$ cat src/rtl/bridge_pkg.sv
// Shared encodings for the full-bridge gate-state monitor: output levels,
// fault causes, monitor FSM states and gate bit positions.
package bridge_pkg;

    // Signed two-bit bridge output level
    localparam logic [1:0] LVL_POS  = 2'b01;
    localparam logic [1:0] LVL_ZERO = 2'b00;
    localparam logic [1:0] LVL_NEG  = 2'b11;

    // Gate bit positions inside the four-bit gate bus
    localparam int Q1_IDX = 0;  // leg A high switch
    localparam int Q2_IDX = 1;  // leg B high switch
    localparam int Q3_IDX = 2;  // leg A low switch
    localparam int Q4_IDX = 3;  // leg B low switch

    // First-cause fault code
    typedef enum logic [2:0] {
        FLT_NONE     = 3'd0,
        FLT_SHOOT_A  = 3'd1,
        FLT_SHOOT_B  = 3'd2,
        FLT_SHORT_DT = 3'd3,
        FLT_JUMP     = 3'd4
    } fault_code_t;

    // Monitor FSM
    typedef enum logic [1:0] {
        ST_IDLE  = 2'd0,
        ST_RUN   = 2'd1,
        ST_FAULT = 2'd2
    } state_t;

    // True when two levels are a full +1 <-> -1 swing apart
    function automatic logic is_jump(input logic [1:0] a, input logic [1:0] b);
        return ((a == LVL_POS) && (b == LVL_NEG)) || ((a == LVL_NEG) && (b == LVL_POS));
    endfunction

endpackage

$ cat src/rtl/bridge_state_monitor_leg_deadtime_meter.sv
// One bridge leg: classifies the high/low gate pair, measures each dead
// interval and flags shoot-through and too-short dead time while running.
import bridge_pkg::*;

module leg_deadtime_meter #(
    parameter int              DT_W     = 10,
    parameter logic [DT_W-1:0] P_MIN_DT = 10'd20
) (
    input  logic            clk,
    input  logic            rst_n,
    input  logic            run,
    input  logic            high,
    input  logic            low,
    output logic            dead,
    output logic            shoot,
    output logic [DT_W-1:0] dt,
    output logic            dt_valid,
    output logic            dt_short
);

    logic            dead_c;
    logic            shoot_c;
    logic            driven_c;

    logic [DT_W-1:0] cnt_reg,      cnt_next;
    logic            first_reg,    first_next;
    logic [DT_W-1:0] dt_reg,       dt_next;
    logic            dt_valid_reg, dt_valid_next;
    logic            dt_short_reg, dt_short_next;
    logic            shoot_reg,    shoot_next;

    assign dead_c   = ~high & ~low;
    assign shoot_c  =  high &  low;
    assign driven_c =  high ^  low;

    // Dead-interval counting, latching on the dead -> driven edge
    always_comb begin
        cnt_next      = cnt_reg;
        first_next    = first_reg;
        dt_next       = dt_reg;
        dt_valid_next = 1'b0;
        dt_short_next = 1'b0;
        shoot_next    = run & shoot_c;
        if (!run) begin
            // Outside RUN the meter is held cleared; the next interval is "first"
            cnt_next   = '0;
            first_next = 1'b1;
        end else if (dead_c) begin
            if (cnt_reg != '1) begin
                cnt_next = cnt_reg + DT_W'(1);
            end
        end else if (driven_c && (cnt_reg != '0)) begin
            dt_next       = cnt_reg;
            dt_valid_next = 1'b1;
            dt_short_next = ~first_reg & (cnt_reg < P_MIN_DT);
            cnt_next      = '0;
            first_next    = 1'b0;
        end
    end

    // Meter state registers
    always_ff @(posedge clk or negedge rst_n) begin
        if (!rst_n) begin
            cnt_reg      <= '0;
            first_reg    <= 1'b1;
            dt_reg       <= '0;
            dt_valid_reg <= 1'b0;
            dt_short_reg <= 1'b0;
            shoot_reg    <= 1'b0;
        end else begin
            cnt_reg      <= cnt_next;
            first_reg    <= first_next;
            dt_reg       <= dt_next;
            dt_valid_reg <= dt_valid_next;
            dt_short_reg <= dt_short_next;
            shoot_reg    <= shoot_next;
        end
    end

    assign dead     = dead_c;
    assign shoot    = shoot_reg;
    assign dt       = dt_reg;
    assign dt_valid = dt_valid_reg;
    assign dt_short = dt_short_reg;

endmodule

$ cat src/rtl/bridge_state_monitor.sv
// Full-bridge gate-state monitor: decodes the output level, measures dead
// time and modulation period, and latches the first fault cause.
import bridge_pkg::*;

module bridge_state_monitor #(
    parameter int              DT_W     = 10,
    parameter logic [DT_W-1:0] P_MIN_DT = 10'd20,
    parameter int              PER_W    = 16
) (
    input  logic             i_clk,
    input  logic             i_reset,
    input  logic             i_enable,
    input  logic             i_clear,
    input  logic [3:0]       i_Q,
    output logic [1:0]       o_level,
    output logic             o_level_valid,
    output logic [DT_W-1:0]  o_dt_a,
    output logic [DT_W-1:0]  o_dt_b,
    output logic [1:0]       o_dt_valid,
    output logic [PER_W-1:0] o_period,
    output logic             o_period_valid,
    output logic             o_fault,
    output logic [2:0]       o_fault_code,
    output logic             o_gate_ok
);

    logic [3:0]       q_reg;
    state_t           state_reg, state_next;
    logic             run;

    logic [1:0]       leg_dead;
    logic [1:0]       leg_shoot;
    logic [1:0]       leg_both_on;
    logic [1:0]       leg_high;
    logic [DT_W-1:0]  leg_dt [2];
    logic [1:0]       leg_dt_valid;
    logic [1:0]       leg_dt_short;

    logic             lvl_valid_c;
    logic [1:0]       lvl_c;
    logic [1:0]       level_reg;
    logic             level_valid_reg;
    logic [1:0]       last_lvl_reg,   last_lvl_next;
    logic             jump_reg;
    logic             pos_entry_c;

    logic [PER_W-1:0] per_cnt_reg,    per_cnt_next;
    logic             per_first_reg,  per_first_next;
    logic [PER_W-1:0] period_reg,     period_next;
    logic             per_valid_reg,  per_valid_next;

    fault_code_t      cause;
    logic             fault_reg,      fault_next;
    fault_code_t      code_reg,       code_next;
    logic             gate_ok_reg;

    assign run = (state_reg == ST_RUN);

    // Single input register; every decision below is taken on q_reg
    always_ff @(posedge i_clk or negedge i_reset) begin
        if (!i_reset) begin
            q_reg <= '0;
        end else begin
            q_reg <= i_Q;
        end
    end

    // Leg A pairs Q1/Q3, leg B pairs Q2/Q4
    generate
        for (genvar gi = 0; gi < 2; gi++) begin : g_leg
            localparam int HI_IDX = (gi == 0) ? Q1_IDX : Q2_IDX;
            localparam int LO_IDX = (gi == 0) ? Q3_IDX : Q4_IDX;

            assign leg_high[gi]    = q_reg[HI_IDX] & ~q_reg[LO_IDX];
            assign leg_both_on[gi] = q_reg[HI_IDX] &  q_reg[LO_IDX];

            leg_deadtime_meter #(
                .DT_W     (DT_W),
                .P_MIN_DT (P_MIN_DT)
            ) u_meter (
                .clk      (i_clk),
                .rst_n    (i_reset),
                .run      (run),
                .high     (q_reg[HI_IDX]),
                .low      (q_reg[LO_IDX]),
                .dead     (leg_dead[gi]),
                .shoot    (leg_shoot[gi]),
                .dt       (leg_dt[gi]),
                .dt_valid (leg_dt_valid[gi]),
                .dt_short (leg_dt_short[gi])
            );
        end
    endgenerate

    // Level is defined only when neither leg is dead or shooting through
    always_comb begin
        lvl_valid_c = ~(|leg_dead) & ~(|leg_both_on);
        if (leg_high[0] & ~leg_high[1]) begin
            lvl_c = LVL_POS;
        end else if (~leg_high[0] & leg_high[1]) begin
            lvl_c = LVL_NEG;
        end else begin
            lvl_c = LVL_ZERO;
        end
        last_lvl_next = last_lvl_reg;
        if (!run) begin
            last_lvl_next = LVL_ZERO;
        end else if (lvl_valid_c) begin
            last_lvl_next = lvl_c;
        end
        pos_entry_c = run & lvl_valid_c & (lvl_c == LVL_POS) & (last_lvl_reg != LVL_POS);
    end

    // Level output (holds through dead bands) and jump detection
    always_ff @(posedge i_clk or negedge i_reset) begin
        if (!i_reset) begin
            level_reg       <= LVL_ZERO;
            level_valid_reg <= 1'b0;
            last_lvl_reg    <= LVL_ZERO;
            jump_reg        <= 1'b0;
        end else begin
            if (lvl_valid_c) begin
                level_reg <= lvl_c;
            end
            level_valid_reg <= lvl_valid_c;
            last_lvl_reg    <= last_lvl_next;
            jump_reg        <= run & lvl_valid_c & is_jump(lvl_c, last_lvl_reg);
        end
    end

    // Period between +1 entries; the first entry after RUN only arms the count
    always_comb begin
        per_cnt_next   = per_cnt_reg;
        per_first_next = per_first_reg;
        period_next    = period_reg;
        per_valid_next = 1'b0;
        if (!run) begin
            per_cnt_next   = '0;
            per_first_next = 1'b1;
        end else if (pos_entry_c) begin
            per_cnt_next   = PER_W'(1);
            per_first_next = 1'b0;
            if (!per_first_reg) begin
                period_next    = per_cnt_reg;
                per_valid_next = 1'b1;
            end
        end else if (per_cnt_reg != '1) begin
            per_cnt_next = per_cnt_reg + PER_W'(1);
        end
    end

    // Period registers
    always_ff @(posedge i_clk or negedge i_reset) begin
        if (!i_reset) begin
            per_cnt_reg   <= '0;
            per_first_reg <= 1'b1;
            period_reg    <= '0;
            per_valid_reg <= 1'b0;
        end else begin
            per_cnt_reg   <= per_cnt_next;
            per_first_reg <= per_first_next;
            period_reg    <= period_next;
            per_valid_reg <= per_valid_next;
        end
    end

    // Fault cause priority: shoot A, shoot B, short dead time, level jump
    always_comb begin
        cause = FLT_NONE;
        if (leg_shoot[0]) begin
            cause = FLT_SHOOT_A;
        end else if (leg_shoot[1]) begin
            cause = FLT_SHOOT_B;
        end else if (|leg_dt_short) begin
            cause = FLT_SHORT_DT;
        end else if (jump_reg) begin
            cause = FLT_JUMP;
        end
    end

    // Monitor FSM next state and sticky fault latch
    always_comb begin
        state_next = state_reg;
        fault_next = fault_reg;
        code_next  = code_reg;
        case (state_reg)
            ST_IDLE: begin
                if (i_enable) begin
                    state_next = ST_RUN;
                end
            end
            ST_RUN: begin
                if (cause != FLT_NONE) begin
                    state_next = ST_FAULT;
                    fault_next = 1'b1;
                    code_next  = cause;
                end else if (!i_enable) begin
                    state_next = ST_IDLE;
                end
            end
            ST_FAULT: begin
                // Clearing is only honoured with the converter disabled
                if (i_clear && !i_enable) begin
                    state_next = ST_IDLE;
                    fault_next = 1'b0;
                    code_next  = FLT_NONE;
                end
            end
            default: begin
                state_next = ST_IDLE;
            end
        endcase
    end

    // FSM state, fault and gate-enable registers
    always_ff @(posedge i_clk or negedge i_reset) begin
        if (!i_reset) begin
            state_reg   <= ST_IDLE;
            fault_reg   <= 1'b0;
            code_reg    <= FLT_NONE;
            gate_ok_reg <= 1'b0;
        end else begin
            state_reg   <= state_next;
            fault_reg   <= fault_next;
            code_reg    <= code_next;
            gate_ok_reg <= i_enable & ~fault_next;
        end
    end

    assign o_level        = level_reg;
    assign o_level_valid  = level_valid_reg;
    assign o_dt_a         = leg_dt[0];
    assign o_dt_b         = leg_dt[1];
    assign o_dt_valid     = leg_dt_valid;
    assign o_period       = period_reg;
    assign o_period_valid = per_valid_reg;
    assign o_fault        = fault_reg;
    assign o_fault_code   = code_reg;
    assign o_gate_ok      = gate_ok_reg;

endmodule

$ cat config.mk
export PLATFORM = sky130hd
export DESIGN_NAME = bridge_state_monitor
export DESIGN_NICKNAME = d
export VERILOG_FILES = /design/src/rtl/bridge_pkg.sv /design/src/rtl/bridge_state_monitor_leg_deadtime_meter.sv /design/src/rtl/bridge_state_monitor.sv
export SDC_FILE = /design/constraint.sdc
export NUM_CORES = 1
export LEC_CHECK = 0
export CORE_MARGIN = 1
export CORE_UTILIZATION = 50
export CTS_BUF_LIST = sky130_fd_sc_hd__clkbuf_4 sky130_fd_sc_hd__clkbuf_8
export CTS_CLUSTER_DIAMETER = 100
export DETAILED_ROUTE_END_ITERATION = 16
export PLACE_DENSITY = 0.73
export SETUP_SLACK_MARGIN = 0.15
export SKIP_LAST_GASP = 1
export SYNTH_ARGS = -nofsm -noshare
export SYNTH_HDL_FRONTEND = slang
export SYNTH_SLANG_ARGS = --single-unit
$ cat constraint.sdc
create_clock -name i_clk -period 4.35 [get_ports i_clk]
set_clock_uncertainty 0.15 [all_clocks]
set_input_delay 1.305 -clock i_clk [delete_from_list [all_inputs] [get_ports i_clk]]
set_output_delay 1.305 -clock i_clk [all_outputs]
set_load 0.05 [all_outputs]
# Word level (Yosys, flattened, before mapping)
# Cells that the tools add are included.
[word_totals] reg_bits=99 inputBits=8 wordCells=166
[classes] n_addsub=3 n_lt_le_gt_ge=2 eq_ne=25 muxes=53 n_bitwise=34 reduce_logical=24
[op_table] cell="10-bit two-way mux" n=8
[op_table] cell="16-bit two-way mux" n=3
[op_table] cell="1-bit two-way mux" n=25
[op_table] cell="10-bit by 1-bit adder with 10-bit output (second input constant)" n=2
[op_table] cell="10-bit by 5-bit < comparator with 1-bit output (second input constant)" n=2
[op_table] cell="10-bit != test (second input constant)" n=2
[op_table] cell="10-bit nonzero test" n=2
[op_table] cell="1-bit bitwise AND" n=18
[op_table] cell="3-bit two-way mux" n=6
[op_table] cell="16-bit by 1-bit adder with 16-bit output (second input constant)" n=1
[op_table] cell="2-bit two-way mux" n=8
[op_table] cell="16-bit != test (second input constant)" n=1
[op_table] cell="2-bit != test (second input constant)" n=8
[op_table] cell="3-bit != test (second input constant)" n=5
[op_table] cell="3-bit AND reduction" n=5
[op_table] cell="1-bit NOT" n=14
[op_table] cell="2-bit AND reduction" n=4
[op_table] cell="2-bit by 1-bit equality test with 1-bit output (second input constant)" n=3
[op_table] cell="2-bit equality test (second input constant)" n=3
[op_table] cell="2-bit one-hot mux with 3 select lines" n=1
[op_table] cell="3-bit one-hot mux with 2 select lines" n=1
[op_table] cell="2-bit OR reduction" n=3
[op_table] cell="1-bit logical AND" n=5
[op_table] cell="2-bit by 1-bit != test with 1-bit output (second input constant)" n=2
[op_table] cell="other kinds (8)" n=9

# Longest topological paths before layout
[depth] depth_word=11 mapped_depth=8 mapped_depth_nobuf=7

# By module
# From an unflattened synthesis, not the netlist that was laid out.
[hier_totals] hier_cells=438 area_unflattened_um2=4921.0
[by_module_without_submodules] module="leg_deadtime_meter" instances=2 cells_each=112 area_each_um2=1248.7 seq_area_each_um2=601.8
[by_module_without_submodules] module="bridge_state_monitor" instances=1 cells_each=214 area_each_um2=2423.6 seq_area_each_um2=1277.5

# Least setup slack after synthesis
# No wires, ideal clock.
[synth_path] path_kind="reg-to-reg" startpoint="reg q_reg[3]" endpoint="reg period_reg[10] (netlist: o_period[10])" setup_time_ns=0.125 arrival_ns=2.179 required_ns=4.075 setup_slack_ns=1.896 path_stages_with_launch=9 path_buffers=1 period_less_slack_ns=2.454 path_cell_list="dfrtp_1 -> inv_1 -> ha_1 -> or4_4 -> clkinv_2 -> nand2_4 -> nor3_4 -> buf_8 -> mux2_4"
[synth_between] elab_chain_len=9
[synth_lines] item="start, declared" line="bridge_state_monitor.sv:27" rtl="logic [3:0] q_reg;"
[synth_lines] item="start signal, assigned" line="bridge_state_monitor.sv:64" rtl="q_reg <= i_Q;"
[synth_lines] item="1-bit NOT" line="bridge_state_monitor_leg_deadtime_meter.sv:32" rtl="assign dead_c = ~high & ~low;"
[synth_lines] item="1-bit bitwise AND" line="bridge_state_monitor_leg_deadtime_meter.sv:32"
[synth_lines] item="2-bit OR reduction" line="bridge_state_monitor.sv:97" rtl="lvl_valid_c = ~(|leg_dead) & ~(|leg_both_on);"
[synth_lines] item="1-bit NOT" line="bridge_state_monitor.sv:97"
[synth_lines] item="1-bit bitwise AND *" line="bridge_state_monitor.sv:97"
[synth_lines] item="net lvl_valid_c" line="bridge_state_monitor.sv:39" rtl="logic lvl_valid_c;"
[synth_lines] item="1-bit bitwise AND * (3 in series)" line="bridge_state_monitor.sv:111" rtl="pos_entry_c = run & lvl_valid_c & (lvl_c == LVL_POS) & (last_lvl_reg != LVL_POS);"
[synth_lines] item="3-bit AND reduction (no line) *"
[synth_lines] item="end signal, assigned" line="bridge_state_monitor.sv:162" rtl="period_reg <= period_next;"
[synth_lines] item="end, declared" line="bridge_state_monitor.sv:49" rtl="logic [PER_W-1:0] period_reg, period_next;"
# The timed path passes the listed nets; every way through them passes the cells marked *.
# A chain may end at the register's enable or synchronous reset.

# Final worst setup path
[layout_path] startpoint="reg level_reg[1] (netlist: o_level[1])" endpoint="out o_level[1]"
[layout_lines] item="start, declared" line="bridge_state_monitor.sv:41" rtl="logic [1:0] level_reg;"
[layout_lines] item="start signal, assigned" line="bridge_state_monitor.sv:123" rtl="level_reg <= lvl_c;"
[layout_lines] item="end, declared" line="bridge_state_monitor.sv:15" rtl="output logic [1:0] o_level,"
# No word-level cell between the ends.

==> results_dict.tcl <==
set metrics [dict create \
    synth_fp_nets 458 \
    place_hpwl_um 6590 \
    slew_headroom_pct 21.8 \
    grtUsageMet3_pct 3.41 \
    critPathBufInv 1 \
    whs_path_depth 2 \
    drc 0 \
    dieHeight_um 100 \
    cts_sinks 99 \
    core-area_um2 9330 \
    min_period_ns 3.02 \
    clkLatencyLatePin_ns 0.36 \
    grt_overflow 0 \
    path_class "flop to output pin" \
    vias 3480 \
    cts_made_buffers 9 \
    yosys_register_bits 99 \
    viasPerCell 5.62 \
    switchingPower_w 0.000785 \
    critPathMaxStageDelay_ns 0.83 \
    syn_inst 433 \
    slew_violations 0 \
    rsz0062_at_grt "false" \
    setup-tns-final_ns 0 \
    synthTopCellsByCount "dfrtp_1, nand2_1, inv_1" \
    place_inst 603 \
    setup_violations 0 \
    clockBufferDepth 2 \
    holdBufCountCts 0 \
    synth_area_leaders "dfrtp_1, mux2_4, ha_1, mux2_2, nand2_1" \
    yosysWarningCount 0 \
    cp-start-kind "flop" \
    reg2reg_slack_ns 1.39 \
    finalNonFillerCells 619 \
    p_int_w 0.00153 \
    diodes 0 \
    crit_slowest_cell "clkdlybuf4s50_1" \
    grt_max_degree 54 \
    power.share.switching_pct 34.0 \
    routed_wl_um 9470 \
    clock_power_share_pct 27.2 \
    seq_power_share_pct 45.2 \
    cts.clk_slew.worst_paths_ns 0.09 \
    timing.rr.start "q_reg[3]" \
    fmax_mhz 331 \
    peakVddDrop_mv 0.223 \
    hold_ws_ns 0.334 \
    powerDensity_nw_per_um2 407 \
    fill_cells 776 \
    cts_tree "yes" \
    io_pins 55 \
    final_antenna_net_count 0 \
    fp-row-count 35 \
    critPathCapture "o_level[1]" \
    r2r_cells 7 \
    initialDrtViolationCount 139 \
    worst_slew_pin_slew_ns 1.17 \
    track_usage_pct 20.7 \
    root_buffer "clkbuf_8" \
    timing.final.hold_violations 0 \
    drive_gt1_share_pct 13.9 \
    dieArea_um2 10100 \
    leakage_nw 2.52 \
    ys.flop_type "dfrtp_1" \
    synth_area_um2 4840 \
    startpoint "o_level[1]" \
    fin_total_pwr_w 0.00231 \
    nets 510 \
    post_cts_resized 0 \
    yosysMostFrequentCell "dfrtp_1" \
    syn_area_per_cell_um2 11.2 \
    grt_pass1_vias 3479 \
    endpoint_kind "output pin" \
    drtPass1Iterations 4 \
    use_met2_pct 32.9 \
    port_buffers 54 \
    synthArstFlopShare_pct 100 \
    cp_data_required_time_ns 2.89 \
    min_period_over_period_pct 69.5 \
    wire_per_inst_um 15.3 \
    crit_arrival_ns 1.57 \
    post-cts-setup-buffers 0 \
    synth_cell_types 58 \
    place_area_um2 5460 \
    seq_area_frac_synth_pct 51.2 \
    busiest_layer "met2" \
    path_depth 1 \
    synth_top_cell_area_share_pct 49.6 \
    post-route-cell-area_um2 5680 \
    p_comb_share_pct 27.6 \
    synth_edf_count 0 \
    r2r-end "o_period[0]" \
    start_util_pct 51.9 \
    use_met1_pct 28.5 \
    grt_antenna_before_repair 0 \
    crit_fanout 2 \
    place_congestion 0.844 \
    die_w_um 100 \
    hold_path_class "flop to flop" \
    crit_family "buffers and inverters" \
    yosys.area.top_type "dfrtp_1" \
    htreeDepth 3 \
    cap_violations 0 \
    grt_pass1_wl_um 16600 \
    syn_to_final_growth_pct 17.2 \
    outcome "finished, final reports clean" \
    worstPathCellList "clkdlybuf4s50_1" \
]
metrics by stage:
stage / util (%) / setup slack, ns
floorplan: - / 1.90
global placement: 58.5 / 1.47
detailed placement: 58.5 / 1.36
CTS: 60.9 / 1.31
global route: 60.9 / 1.24
finish: 60.9 / 1.33
worst register-to-register path: stages (launching register included):
cell      delay, ns
dfrtp_1        0.36
inv_1          0.06
ha_1           0.26
or4_4          0.59
clkinv_2       0.13
nand2_4        0.07
nor3_4         0.80
mux2_2         0.43
final cells by class:
type                       instances  area [um2]  share of cell area [%]
clock buffer                      13         173                    3.04
clock inverter                     3        45.0                   0.793
inverter                          25        95.1                    1.67
multi-input combinational        293        2160                    38.1
sequential                        99        2480                    43.7
tap                              129         161                    2.84
timing repair buffer              57         561                    9.87
worst min path at each step:
stage                                          start                    endpoint  slack, ns
after CTS                 g_leg[0].u_meter.first_reg  g_leg[0].u_meter.first_reg       0.33
after floorplan           g_leg[1].u_meter.first_reg  g_leg[1].u_meter.first_reg       0.30
final                     g_leg[0].u_meter.first_reg  g_leg[0].u_meter.first_reg       0.33
after detailed placement  g_leg[0].u_meter.first_reg  g_leg[0].u_meter.first_reg       0.32
after global routing      g_leg[0].u_meter.first_reg  g_leg[0].u_meter.first_reg       0.36
after global placement    g_leg[0].u_meter.first_reg  g_leg[0].u_meter.first_reg       0.31
power by group through the flow:
stage	clock network, W	logic (W)	registers (W)
final	0.000629	0.000637	0.00105
after floorplan	0	0.000364	0.00115
after global routing	0.000683	0.000700	0.00106
after detailed placement	0	0.000636	0.00106
after CTS	0.000647	0.000639	0.00105
after global placement	0	0.000618	0.00106
layout by cell type (no fill, tap or decap), types with 3 or more instances in the layout:
master and n:
mux2_1 5, o211ai_1 5, a21oi_1 22, or4_1 4
mux2_2 18, ha_1 17, nand3_1 19, dfstp_2 3
a211oi_1 5, a41oi_1 3, a21boi_0 3, nor2_1 18
buf_4 4, o31ai_1 6, nand4_1 7, and3_1 6
nor3_1 9, and2_1 8, nand2_1 35, or3_1 3
a31oi_1 15, o21ai_0 19, clkdlybuf4s50_1 53, dfrtp_1 96
inv_1 24, clkbuf_8 12, nand2b_1 8, and4_1 7
mux2i_1 3, mux2_4 16
per-layer routing:
metal / part of all wire [%] / up-vias
li1: - / 1678
met2: 47 / 80
met3: 4.1 / 11
met1: 47 / 1711
met5: 0 / -
met4: 1.2 / 0
logic make-up (layout without fill, tap and decap cells):
logic type                 Yosys count  after routing  share of synthesized area (%)
xor gates and xnor gates             1              1                          0.181
adders and majority gates           17             17                           4.39
buffers and inverters               41             98                           4.16
DFF                                 99             99                           51.2
AOI/OAI and AO/OA                   96             96                           13.5
muxes                               42             42                           10.9
and+or+nand+nor                    137            137                           15.7
Power figures use the tool's default switching activity.
